`config.mk`:
```
export PLATFORM = sky130hd
export DESIGN_NAME = bit_word_collector
export DESIGN_NICKNAME = d
export VERILOG_FILES = /design/src/rtl/bwc_pkg.sv /design/src/rtl/bit_word_collector_word_fifo.sv /design/src/rtl/bit_word_collector.sv
export SDC_FILE = /design/constraint.sdc
export NUM_CORES = 1
export LEC_CHECK = 0
export ABC_AREA = 1
export CORE_ASPECT_RATIO = 1.4
export CORE_UTILIZATION = 30
export CTS_BUF_LIST = sky130_fd_sc_hd__clkbuf_16
export DETAILED_ROUTE_END_ITERATION = 8
export GPL_TIMING_DRIVEN = 1
export PLACE_DENSITY = 0.57
export SLEW_MARGIN = 10
export SYNTH_ARGS = -nofsm -noshare
export SYNTH_HDL_FRONTEND = slang
export SYNTH_SLANG_ARGS = --single-unit
```
`constraint.sdc`:
```
create_clock -name clk -period 3.64 [get_ports clk]
set_input_delay 0.91 -clock clk [delete_from_list [all_inputs] [get_ports clk]]
set_output_delay 0.91 -clock clk [all_outputs]
set_load 0.03 [all_outputs]
```
`src/rtl/bwc_pkg.sv`:
```
// ---------------------------------------------------------------------------
// bwc_pkg
// Shared definitions for the bit-to-word collector.
//   BWC_WORD_W      : default word width in bits
//   BWC_DEPTH       : default FIFO depth in words
//   collect_state_t : collector state (idle / collecting a partial word)
//   bwc_cnt_w()     : width of a counter that must hold the values 0..n
//   BWC_IDLE_CNT_W  : width of the optional idle (timeout) counter
// ---------------------------------------------------------------------------
package bwc_pkg;

    localparam int BWC_WORD_W     = 8;
    localparam int BWC_DEPTH      = 4;
    localparam int BWC_IDLE_CNT_W = 28;

    typedef enum logic {
        COLLECT_IDLE = 1'b0,
        COLLECT_BUSY = 1'b1
    } collect_state_t;

    // A counter holding 0..n needs one bit more than log2(n) when n is a power of two
    function automatic int bwc_cnt_w(input int n);
        return $clog2(n) + 1;
    endfunction

    localparam int BWC_BIT_CNT_W  = bwc_cnt_w(BWC_WORD_W);
    localparam int BWC_FIFO_CNT_W = bwc_cnt_w(BWC_DEPTH);

endpackage

```
`src/rtl/bit_word_collector_word_fifo.sv`:
```
// ---------------------------------------------------------------------------
// word_fifo
// Small first-word-fall-through FIFO holding completed words.
//   clk, rst   : clock, synchronous active-high reset
//   clear      : synchronous clear (empties the FIFO like rst)
//   push       : write push_data this cycle (ignored when full without a pop)
//   push_data  : word to write
//   pop        : remove the head word (ignored when empty)
//   head_data  : current head word, zero while empty
//   full       : DEPTH words stored
//   empty      : no words stored
//   count      : words stored, 0..DEPTH
// ---------------------------------------------------------------------------
module word_fifo
    import bwc_pkg::*;
#(
    parameter int DEPTH  = BWC_DEPTH,
    parameter int WORD_W = BWC_WORD_W
) (
    input  logic                        clk,
    input  logic                        rst,
    input  logic                        clear,
    input  logic                        push,
    input  logic [WORD_W-1:0]           push_data,
    input  logic                        pop,
    output logic [WORD_W-1:0]           head_data,
    output logic                        full,
    output logic                        empty,
    output logic [bwc_cnt_w(DEPTH)-1:0] count
);

    localparam int PTR_W = $clog2(DEPTH);
    localparam int CNT_W = bwc_cnt_w(DEPTH);

    logic [WORD_W-1:0] mem_q [DEPTH];
    logic [PTR_W-1:0]  wr_ptr_q, wr_ptr_d;
    logic [PTR_W-1:0]  rd_ptr_q, rd_ptr_d;
    logic [CNT_W-1:0]  count_q, count_d;
    logic              do_push;
    logic              do_pop;

    assign empty     = (count_q == '0);
    assign full      = (count_q == CNT_W'(DEPTH));
    assign count     = count_q;
    assign head_data = empty ? '0 : mem_q[rd_ptr_q];

    // A pop in the same cycle frees a slot, so a full FIFO still accepts the push
    assign do_pop  = pop & ~empty;
    assign do_push = push & (~full | do_pop);

    // Pointers wrap naturally because DEPTH is a power of two
    always_comb begin
        wr_ptr_d = wr_ptr_q;
        rd_ptr_d = rd_ptr_q;
        count_d  = count_q;
        if (clear) begin
            wr_ptr_d = '0;
            rd_ptr_d = '0;
            count_d  = '0;
        end else begin
            if (do_push) begin
                wr_ptr_d = wr_ptr_q + 1'b1;
            end
            if (do_pop) begin
                rd_ptr_d = rd_ptr_q + 1'b1;
            end
            if (do_push && !do_pop) begin
                count_d = count_q + 1'b1;
            end else if (do_pop && !do_push) begin
                count_d = count_q - 1'b1;
            end
        end
    end

    always_ff @(posedge clk) begin
        if (rst) begin
            wr_ptr_q <= '0;
            rd_ptr_q <= '0;
            count_q  <= '0;
        end else begin
            wr_ptr_q <= wr_ptr_d;
            rd_ptr_q <= rd_ptr_d;
            count_q  <= count_d;
        end
    end

    // Storage needs no reset: head_data is masked to zero while empty
    always_ff @(posedge clk) begin
        if (!rst && !clear && do_push) begin
            mem_q[wr_ptr_q] <= push_data;
        end
    end

endmodule

```
`src/rtl/bit_word_collector.sv`:
```
// ---------------------------------------------------------------------------
// bit_word_collector
// Collects single-bit pulses from the push-button front end MSB-first into
// WORD_W-bit words and queues completed words in a FWFT FIFO drained over a
// valid/ready handshake.
//   clk, rst   : clock, synchronous active-high reset
//   logic0/1   : single-cycle bit pulses (both at once = ignored)
//   flush      : single-cycle pulse, clears all state like rst
//   out_data   : head-of-FIFO word (zero while empty)
//   out_valid  : FIFO non-empty
//   out_ready  : consumer takes the head word when out_valid & out_ready
//   partial    : bits received so far, right-aligned
//   bit_count  : bits held in partial, 0..WORD_W-1
//   fifo_count : words stored, 0..DEPTH
//   overflow   : sticky, a completed word was dropped on a full FIFO
// Optional build macro BIT_WORD_COLLECTOR_TIMEOUT_EN: discards a partial
// word after TIMEOUT idle cycles. Without it a partial word is held forever.
// ---------------------------------------------------------------------------
module bit_word_collector
    import bwc_pkg::*;
#(
    parameter int DEPTH   = BWC_DEPTH,
    parameter int WORD_W  = BWC_WORD_W,
    parameter int TIMEOUT = 249_999_999
) (
    input  logic                         clk,
    input  logic                         rst,
    input  logic                         logic0,
    input  logic                         logic1,
    input  logic                         flush,
    output logic [WORD_W-1:0]            out_data,
    output logic                         out_valid,
    input  logic                         out_ready,
    output logic [WORD_W-1:0]            partial,
    output logic [bwc_cnt_w(WORD_W)-1:0] bit_count,
    output logic [bwc_cnt_w(DEPTH)-1:0]  fifo_count,
    output logic                         overflow
);

    localparam int BC_W = bwc_cnt_w(WORD_W);

    // Reject configurations the FIFO pointer arithmetic or idle counter cannot handle
    if (DEPTH < 2 || DEPTH > 16 || (DEPTH & (DEPTH - 1)) != 0) begin : g_bad_depth
        $error("bit_word_collector: DEPTH must be a power of two in 2..16");
    end
    if (TIMEOUT < 1 || TIMEOUT >= (1 << BWC_IDLE_CNT_W)) begin : g_bad_timeout
        $error("bit_word_collector: TIMEOUT must fit the idle counter");
    end

    logic [WORD_W-1:0] partial_q, partial_d;
    logic [BC_W-1:0]   bit_count_q, bit_count_d;
    logic              overflow_q, overflow_d;
    logic              bit_valid;
    logic              word_done;
    logic              timeout_hit;
    logic              push;
    logic              pop;
    logic              fifo_full;
    logic              fifo_empty;
    logic [WORD_W-1:0] shifted;

    assign bit_valid = logic0 ^ logic1;
    assign word_done = bit_valid & (bit_count_q == BC_W'(WORD_W - 1));
    assign shifted   = {partial_q[WORD_W-2:0], logic1};
    assign pop       = ~fifo_empty & out_ready & ~flush;

    assign out_valid = ~fifo_empty;
    assign partial   = partial_q;
    assign bit_count = bit_count_q;
    assign overflow  = overflow_q;

`ifdef BIT_WORD_COLLECTOR_TIMEOUT_EN
    localparam logic [BWC_IDLE_CNT_W-1:0] IDLE_LAST = BWC_IDLE_CNT_W'(TIMEOUT - 1);

    collect_state_t            collect_state;
    logic [BWC_IDLE_CNT_W-1:0] idle_cnt_q, idle_cnt_d;

    assign collect_state = (bit_count_q != '0) ? COLLECT_BUSY : COLLECT_IDLE;

    // The edge that would take the counter to TIMEOUT is the one that discards the word
    assign timeout_hit = (collect_state == COLLECT_BUSY) && (idle_cnt_q == IDLE_LAST);

    // Idle counter only runs while a partial word is held; any accepted bit restarts it
    always_comb begin
        idle_cnt_d = idle_cnt_q + 1'b1;
        if (flush || bit_valid || timeout_hit || collect_state == COLLECT_IDLE) begin
            idle_cnt_d = '0;
        end
    end

    always_ff @(posedge clk) begin
        if (rst) begin
            idle_cnt_q <= '0;
        end else begin
            idle_cnt_q <= idle_cnt_d;
        end
    end
`else
    assign timeout_hit = 1'b0;
`endif

    // Shift register and word completion; flush beats bits, bits beat timeout.
    // A completed word on a full FIFO is still cleared from partial, only the
    // FIFO refuses it, and a same-cycle pop makes room so no overflow occurs.
    always_comb begin
        partial_d   = partial_q;
        bit_count_d = bit_count_q;
        overflow_d  = overflow_q;
        push        = 1'b0;
        if (flush) begin
            partial_d   = '0;
            bit_count_d = '0;
            overflow_d  = 1'b0;
        end else if (bit_valid) begin
            if (word_done) begin
                push        = 1'b1;
                partial_d   = '0;
                bit_count_d = '0;
                if (fifo_full && !pop) begin
                    overflow_d = 1'b1;
                end
            end else begin
                partial_d   = shifted;
                bit_count_d = bit_count_q + 1'b1;
            end
        end else if (timeout_hit) begin
            partial_d   = '0;
            bit_count_d = '0;
        end
    end

    always_ff @(posedge clk) begin
        if (rst) begin
            partial_q   <= '0;
            bit_count_q <= '0;
            overflow_q  <= 1'b0;
        end else begin
            partial_q   <= partial_d;
            bit_count_q <= bit_count_d;
            overflow_q  <= overflow_d;
        end
    end

    word_fifo #(
        .DEPTH  (DEPTH),
        .WORD_W (WORD_W)
    ) u_fifo (
        .clk       (clk),
        .rst       (rst),
        .clear     (flush),
        .push      (push),
        .push_data (shifted),
        .pop       (pop),
        .head_data (out_data),
        .full      (fifo_full),
        .empty     (fifo_empty),
        .count     (fifo_count)
    );

endmodule

```
# Yosys cells after proc, flatten, opt, wreduce, memory -nomap -nowiden
# Memory sizes are Yosys's and may differ from the RTL's. A register that Yosys moved wholly into a read port is not among the register bits.
# Cells that the tools add are included.
[word_totals]
ff_bits = 20
ram_bits = 32
in_bits = 6
output_inout_bits = 25
elab_cells = 50
n_memories = 1
[classes]
n_addsub = 5
eq_ne = 2
n_mux = 12
bitwise_logic = 10
reduce_logical = 14
[mem_list]
columns = ["memory", "words", "width", "read_ports", "rd_ports_with_merged_regs", "wr", "line_no", "text"]
rows = [
  ["u_fifo.mem_q", 4, 8, 1, 1, 1, "bit_word_collector_word_fifo.sv:35", "logic [WORD_W-1:0] mem_q [DEPTH];"],
]
[op_table]
columns = ["operator", "n"]
rows = [
  ["8-bit two-way mux", 2],
  ["3-bit two-way mux", 2],
  ["1-bit AND", 5],
  ["1-bit logical AND", 5],
  ["1-bit zero test", 5],
  ["1-bit two-way mux", 5],
  ["2-bit by 1-bit adder with 2-bit output, second input constant", 2],
  ["4-bit by 1-bit adder with 4-bit output, second input constant", 1],
  ["4-bit by 3-bit equality test with 1-bit output, second input constant", 1],
  ["2-bit two-way mux", 2],
  ["4-bit two-way mux", 1],
  ["3-bit by 1-bit adder with 3-bit output, second input constant", 1],
  ["3-bit equality test, second input constant", 1],
  ["3-bit zero test", 1],
  ["1-bit inverter", 3],
  ["3-bit AND reduction", 1],
  ["3-bit by 1-bit subtractor with 3-bit output, second input constant", 1],
  ["2-bit nonzero test", 1],
  ["2-bit OR reduction", 1],
  ["1-bit OR", 1],
  ["1-bit bitwise XOR", 1],
]

# Logic depth before layout (Yosys ltp)
# Gate-level depths: netlist of the first run.
[depth]
ltp_word = 11
mapped_depth = 13
ltp_nobuf = 13

# By module
# A second synthesis of the first run with hierarchy kept.
[unflattened]
hier_cells = 256
area_unflattened_um2 = 2417.3
[by_module_without_submodules]
columns = ["module", "n_inst", "cells_each", "area_each_um2", "seq_area_each_um2"]
rows = [
  ["word_fifo", 1, 168, 1809.2, 1141.1],
  ["bit_word_collector", 1, 88, 608.1, 260.2],
]

# Least setup slack after synthesis of the first run
# Ideal clock, no wire load.
[synth_timing]
path_kind = "reg-to-output"
from = "register u_fifo.count_q[0] (netlist: u_fifo.count[0])"
to = "output port out_data[0]"
arrival_ps = 1666
required_ps = 2730
path_slack_ps = 1064
path_stages_with_launch = 5
n_path_buf = 0
cell_sequence = "dfxtp_1 -> nor2_1 -> nand2_1 -> inv_1 -> a21oi_1"
[synth_via]
elab_chain_cells = 2
[synth_rtl]
columns = ["item", "line_no", "text"]
rows = [
  ["from (decl)", "bit_word_collector_word_fifo.sv:38", "logic [CNT_W-1:0] count_q, count_d;"],
  ["from (signal assigned)", "bit_word_collector_word_fifo.sv:83", "count_q <= count_d;"],
  ["3-bit zero test", "bit_word_collector_word_fifo.sv:42", "assign empty = (count_q == '0);"],
  ["8-bit two-way mux", "bit_word_collector_word_fifo.sv:45", "assign head_data = empty ? '0 : mem_q[rd_ptr_q];"],
  ["to (decl)", "bit_word_collector.sv:31", "output logic [WORD_W-1:0] out_data,"],
]
# No other way between the ends.

==> results.cfg, run 1 <==
[setup_path]
crit_path_top_delay_cell = dfxtp_1
cp_max_fo = 17
start_kind = register
path_cells = nor2_1 -> nor2_1 -> o21ai_0 -> a21oi_1 -> clkdlybuf4s50_1
crit_type = reg2out
rr_endpoint = u_fifo.count[2]$_SDFFE_PP0P_
crit_buf_inv = 1
rrSetupSlack_ns = 1.46
cp_common_cell = nor2_1
cp_top_family = flip-flops
end_kind = output pin
r2r_cells = 12
max_stage_delay_ns = 0.72
cp.arrival_ns = 2.22
required_ns = 2.73
reg2reg_from = bit_count[0]$_SDFFE_PP0P_

[global_routing]
grt_pass1_wl_um = 7320
grt_pass1_vias = 1612
grt_max_degree = 20
overflow = 0
antenna_found_initial = 0
grtUsageTotal_pct = 11.50

[floorplanning]
rows = 37
die_height_um = 106.6
die-area_mm2 = 0.008170
start_util_pct = 31.43
io_pins = 31
core-area_mm2 = 0.007453
die_w_um = 76.68

[routing]
first_iter_violations = 79
wl_per_cell_um = 11.80
drtAntennaViolNets = 0
first_pass_iters = 4
vias_per_cell = 4.349
drt-total-wl_um = 4365
vias = 1609
drc = 0

[sta]
fmax_mhz = 319.3
tightest_slew_ns = 0.6251
slew_headroom_pct = 58.27
fin_crit_ns = 3.131
fin_crit_sh_pct = 86.03
maxSlewViolCount = 0
skew_ns = 0.006362
setup_slack_ns = 0.5085
setup_tns_ns = 0
finalHoldViolations = 0
rsz0062_at_grt = no
setup_violations = 0

[pwr]
comb_power_share_pct = 4.9
seq_power_share_pct = 54.6
switching_share_pct = 22.23
p_int_mw = 0.9344
switchingPower_mw = 0.2670
cellLeakagePower_nw = 1.069
ir_drop_uv = 221.5
clkPwrFrac_pct = 40.5
p_total_mw = 1.201
power_density_mw_per_mm2 = 414.4

[job]
cap_violations = 0

[worst_hold_path]
hp-class = reg2reg
hold_start = bit_count[0]$_SDFFE_PP0P_
min_to = bit_count[0]$_SDFFE_PP0P_
min_delay_path_depth = 2

[clock_tree]
cts_resized = 0
cts_buffers = 5
cts_buffer_depth = 2
postCtsSetupRepairBufs = 0
numClockSinks = 54
clk_latency_ns = 0.29
cts_tree = done
cts_hold_buffers = 0
cts_root_buffer = clkbuf_16
htreeDepth = 2
path_clk_slew_ns = 0.07

[logic_synthesis]
synth.yosys.seq_area_share_pct = 59.83
synth_edf_count = 32
yosys.area.top_type = edfxtp_1
yosysMostFrequentCell = nor2_1
synth_cell_types = 24
yosys_warnings = 0
synth-main-ff-cell = edfxtp_1
synth.top_cell.area_share_pct = 41.03
postSynthAreaPerCell_um2 = 9.883
synthArstFlopShare_pct = 0
netlist_instances = 237
postSynthRegisterBits = 54
synth_fp_nets = 250
synthTopCellsByCount = 59 x nor2_1, 32 x edfxtp_1, 23 x inv_1, 22 x dfxtp_1, 21 x o21ai_0
synthesis.area_mm2 = 0.002342
yosys-top-cells-area = edfxtp_1 41%, dfxtp_1 19%, nor2_1 9.5%

[placed_design]
gp_congestion = 0.7529
dp_slack_ns = 0.4396
portBuffers = 30
place_hpwl_um = 3013

[cells_and_area]
nets = 285
n_antenna_cell = 0
drive_above_1_share_pct = 13.19
fillers = 721
synthToLayoutAreaGrowth_pct = 23.77

[outcome]
status = complete, no violations
==> kinds of logic (layout without fill, tap and decap cells) <==
kind of cell / count (synthesis) / in the layout / share of synthesized area [%]
AOI/OAI and AO/OA: 37 / 37 / 8.066
DFF: 54 / 54 / 59.83
buffers and inverters: 32 / 68 / 6.410
and+or+nand+nor: 107 / 107 / 21.63
adders and majority gates: 7 / 7 / 4.060
==> registers in the layout, indices dropped and copies added (netlist names), named ones only <==
register,count
u_fifo.count,3
u_fifo.wr_ptr_q,2
u_fifo.rd_ptr_q,2
u_fifo.mem_q,32
overflow,1
bit_count,4
partial,8
==> placed cells by master (no fill, tap or decap), types with 2 or more instances in the layout <==
cell              n
dfxtp_1          22
ha_1              6
nor3_2            7
a21oi_1          15
nand3_1           6
clkbuf_16         5
clkdlybuf4s50_1  30
inv_1            23
nand2_1          19
nor2_2            6
o21ai_0          21
buf_4             5
nand2_2           4
edfxtp_1         32
nand2_4           2
nor2_1           59
inv_2             2
==> final cells by class <==
type	count	area [um2]	area share, %
Sequential cell	54	1401	48.34
Multi-Input combinational cell	151	790.8	27.28
Timing Repair Buffer	35	337.8	11.65
Clock buffer	5	125.1	4.316
Tap cell	97	121.4	4.186
Inverter	25	93.84	3.237
Clock inverter	3	28.78	0.9927
==> worst max-delay path by stage <==
stage	slack, ns	to	depth (start not counted)
after detailed placement	0.44	u_fifo.count[2]$_SDFFE_PP0P_	12
final	0.51	out_data[6]	5
after global placement	0.55	u_fifo.count[2]$_SDFFE_PP0P_	12
after CTS	0.51	out_data[7]	4
after global routing	0.36	out_data[2]	4
after floorplan	1.06	out_data[0]	4
==> power groups by stage <==
stage,sequential [mW],combinational (mW),clock (mW)
after global placement,0.670,0.0590,0
final,0.656,0.0593,0.486
after detailed placement,0.670,0.0593,0
after global routing,0.657,0.0647,0.522
after CTS,0.656,0.0599,0.497
after floorplan,0.677,0.0330,0
==> tightest hold or removal path, delay by kind of cell (launching register included) <==
| family | cells | cell delay (ns) |
|---|---|---|
| flops | 1 | 0.34 |
| simple gates | 1 | 0.07 |
| compound gates | 1 | 0.05 |
==> routing by layer <==
| metal | GRT usage (%) | part of all wire [%] | vias up |
|---|---|---|---|
| li1 | - | - | 842 |
| met1 | 12.49 | 44 | 734 |
| met2 | 20.85 | 52 | 28 |
| met3 | 2.575 | 3.1 | 5 |
| met4 | 5.495 | 1.4 | 0 |
| met5 | 0 | 0 | - |
==> metrics by stage <==
stage               util [%]  std cells  hold slack (ns)  cell area (um2)
floorplan                  -        237           0.4644             2342
global route           38.90        370           0.5253             2899
finish                 38.90        370           0.5020             2899
CTS                    38.90        370           0.5046             2899
detailed placement     36.83        362           0.4913             2745
global placement       36.83        362           0.4801             2745
No activity file was read; power rests on OpenSTA's default activity.
==> inputs of run 2 (changes only) <==
--- a/config.mk
+++ b/config.mk
@@ -14,3 +14,3 @@
 export PLACE_DENSITY = 0.57
-export SLEW_MARGIN = 10
+export SLEW_MARGIN = 20
 export SYNTH_ARGS = -nofsm -noshare
==> constraint.sdc (replaced) <==
create_clock -name clk -period 3.64 [get_ports clk]
set_input_delay 0.728 -clock clk [delete_from_list [all_inputs] [get_ports clk]]
set_output_delay 0.728 -clock clk [all_outputs]
set_load 0.03 [all_outputs]
==> run 2 against run 1 <==
Die area did not move. Utilization fell by 0.15 points. Critical path depth fell by 1. Setup slack improved by 0.21 ns. Critical path type unchanged. Critical endpoint is now out_data[7]. Highest routed layer unchanged.
==> results.cfg, run 2 (synthesis results as in run 1) <==
[setup_path]
crit_path_top_delay_cell = dfxtp_1
cp_max_fo = 17
required_ns = 2.91
r2r_cells = 12
max_stage_delay_ns = 0.70
end_kind = output pin
worstSetupPathDepth = 4
rr_endpoint = u_fifo.count[2]$_SDFFE_PP0P_
path_cells = inv_2 -> o21ai_0 -> a21oi_1 -> clkdlybuf4s50_1
cp_top_family = buffers and inverters
cp.arrival_ns = 2.19
crit_type = reg2out
endpoint = out_data[7]
rrSetupSlack_ns = 1.47
reg2reg_from = bit_count[0]$_SDFFE_PP0P_
crit_buf_inv = 2
start_kind = register

[cells_and_area]
drive_above_1_share_pct = 12.82
largest_reg_flops = 32
regMostFlops = u_fifo.mem_q
layout.cells.non_filler = 370
layout_commonest_cell = nor2_1
layout_common_cells = 59 x nor2_1, 32 x edfxtp_1, 30 x clkdlybuf4s50_1
synthToLayoutAreaGrowth_pct = 23.29
postLayoutCellArea_mm2 = 0.002888
n_antenna_cell = 0
fillers = 724
final_util_pct = 38.74
nets = 285

[placed_design]
place_area_mm2 = 0.002745
place_inst = 362
portBuffers = 30
place_hpwl_um = 3029
gp_congestion = 0.7532

[routing]
drc = 0
first_pass_iters = 4
vias_per_cell = 4.305
vias = 1593
drtAntennaViolNets = 0
wl_per_cell_um = 11.96
first_iter_violations = 81
drt-total-wl_um = 4427

[sta]
skew_ns = 0.004668
setup_violations = 0
finalHoldViolations = 0
maxSlewViolCount = 0
fmax_mhz = 342.2
slew_headroom_pct = 59.75
fin_crit_sh_pct = 80.28
rsz0062_at_grt = no
setup_tns_ns = 0
tightest_slew_ns = 0.6029
fin_crit_ns = 2.922

[global_routing]
grt_max_degree = 18
overflow = 0
grt_pass1_wl_um = 7403
grt_pass1_vias = 1642
antenna_found_initial = 0
grtUsageTotal_pct = 11.55

[pwr]
cellLeakagePower_nw = 1.068
p_total_mw = 1.171
power_density_mw_per_mm2 = 405.5
ir_drop_uv = 215.1

[floorplanning]
die_height_um = 106.6
io_pins = 31
start_util_pct = 31.43
die_w_um = 76.68
core-area_mm2 = 0.007453
die-area_mm2 = 0.008170
rows = 37

[clock_tree]
cts_tree = done
htreeDepth = 2
cts_buffers = 5
cts_root_buffer = clkbuf_16
numClockSinks = 54
cts_resized = 0
clk_latency_ns = 0.28
cts_hold_buffers = 0
postCtsSetupRepairBufs = 0
path_clk_slew_ns = 0.07
cts_buffer_depth = 2

[worst_hold_path]
hp-class = reg2reg
hold_start = overflow$_SDFFE_PP0P_

[job]
cap_violations = 0

[outcome]
status = complete, no violations
==> run 2: cell counts in the layout (fill, tap and decap cells not counted) <==
Identical to the previous run, type by type.
==> run 2: area by class of cell <==
cell class              instances  area, um2  share of cell area (%)
flip-flops and latches         54       1401                   48.53
multi-input cells             151      790.8                   27.38
repair buffers                 35      337.8                   11.70
clock buffers                   5      125.1                   4.333
well taps                      97      121.4                   4.203
inverters                      25      93.84                   3.250
clock inverters                 3      17.52                  0.6066
==> run 2: how the worst min path moves through the flow <==
stage	endpoint	slack [ns]	depth (start not counted)
floorplan	register	0.46	2
global placement	u_fifo.rd_ptr_q[0]$_SDFFE_PP0N_	0.48	2
detailed placement	overflow$_SDFFE_PP0P_	0.49	2
CTS	overflow$_SDFFE_PP0P_	0.50	2
global route	bit_count[0]$_SDFFE_PP0P_	0.52	2
finish	overflow$_SDFFE_PP0P_	0.50	2
==> run 2: tightest hold or removal path, cell delays in order (launching register included) <==
cell and delay, ns:
dfxtp_1 0.32, nor2_1 0.10, nor2_1 0.04
==> run 2: routing by layer <==
metal	wire (um)	vias to the layer above	global-route usage, %	share of wire, %
met5	0	-	0	0
met4	36	0	5.357	0.81
met3	97	2	1.974	2.2
met2	2317	20	21.11	52
met1	1977	728	12.87	45
li1	-	843	-	-
==> run 2: through the flow <==
step / hold slack, ns / setup WS (ns)
after floorplan: 0.4644 / 1.246
after CTS: 0.5036 / 0.6967
after global routing: 0.5229 / 0.5656
after global placement: 0.4802 / 0.7362
after detailed placement: 0.4913 / 0.6272
final: 0.5020 / 0.7176
==> run 2: where the power goes <==
group / switching (mW) / leakage (nW) / internal, mW
Sequential: 0.00774 / 0.476 / 0.649
Clock: 0.202 / 0.0754 / 0.254
Combinational: 0.0365 / 0.516 / 0.0225
Total: 0.246 / 1.07 / 0.925
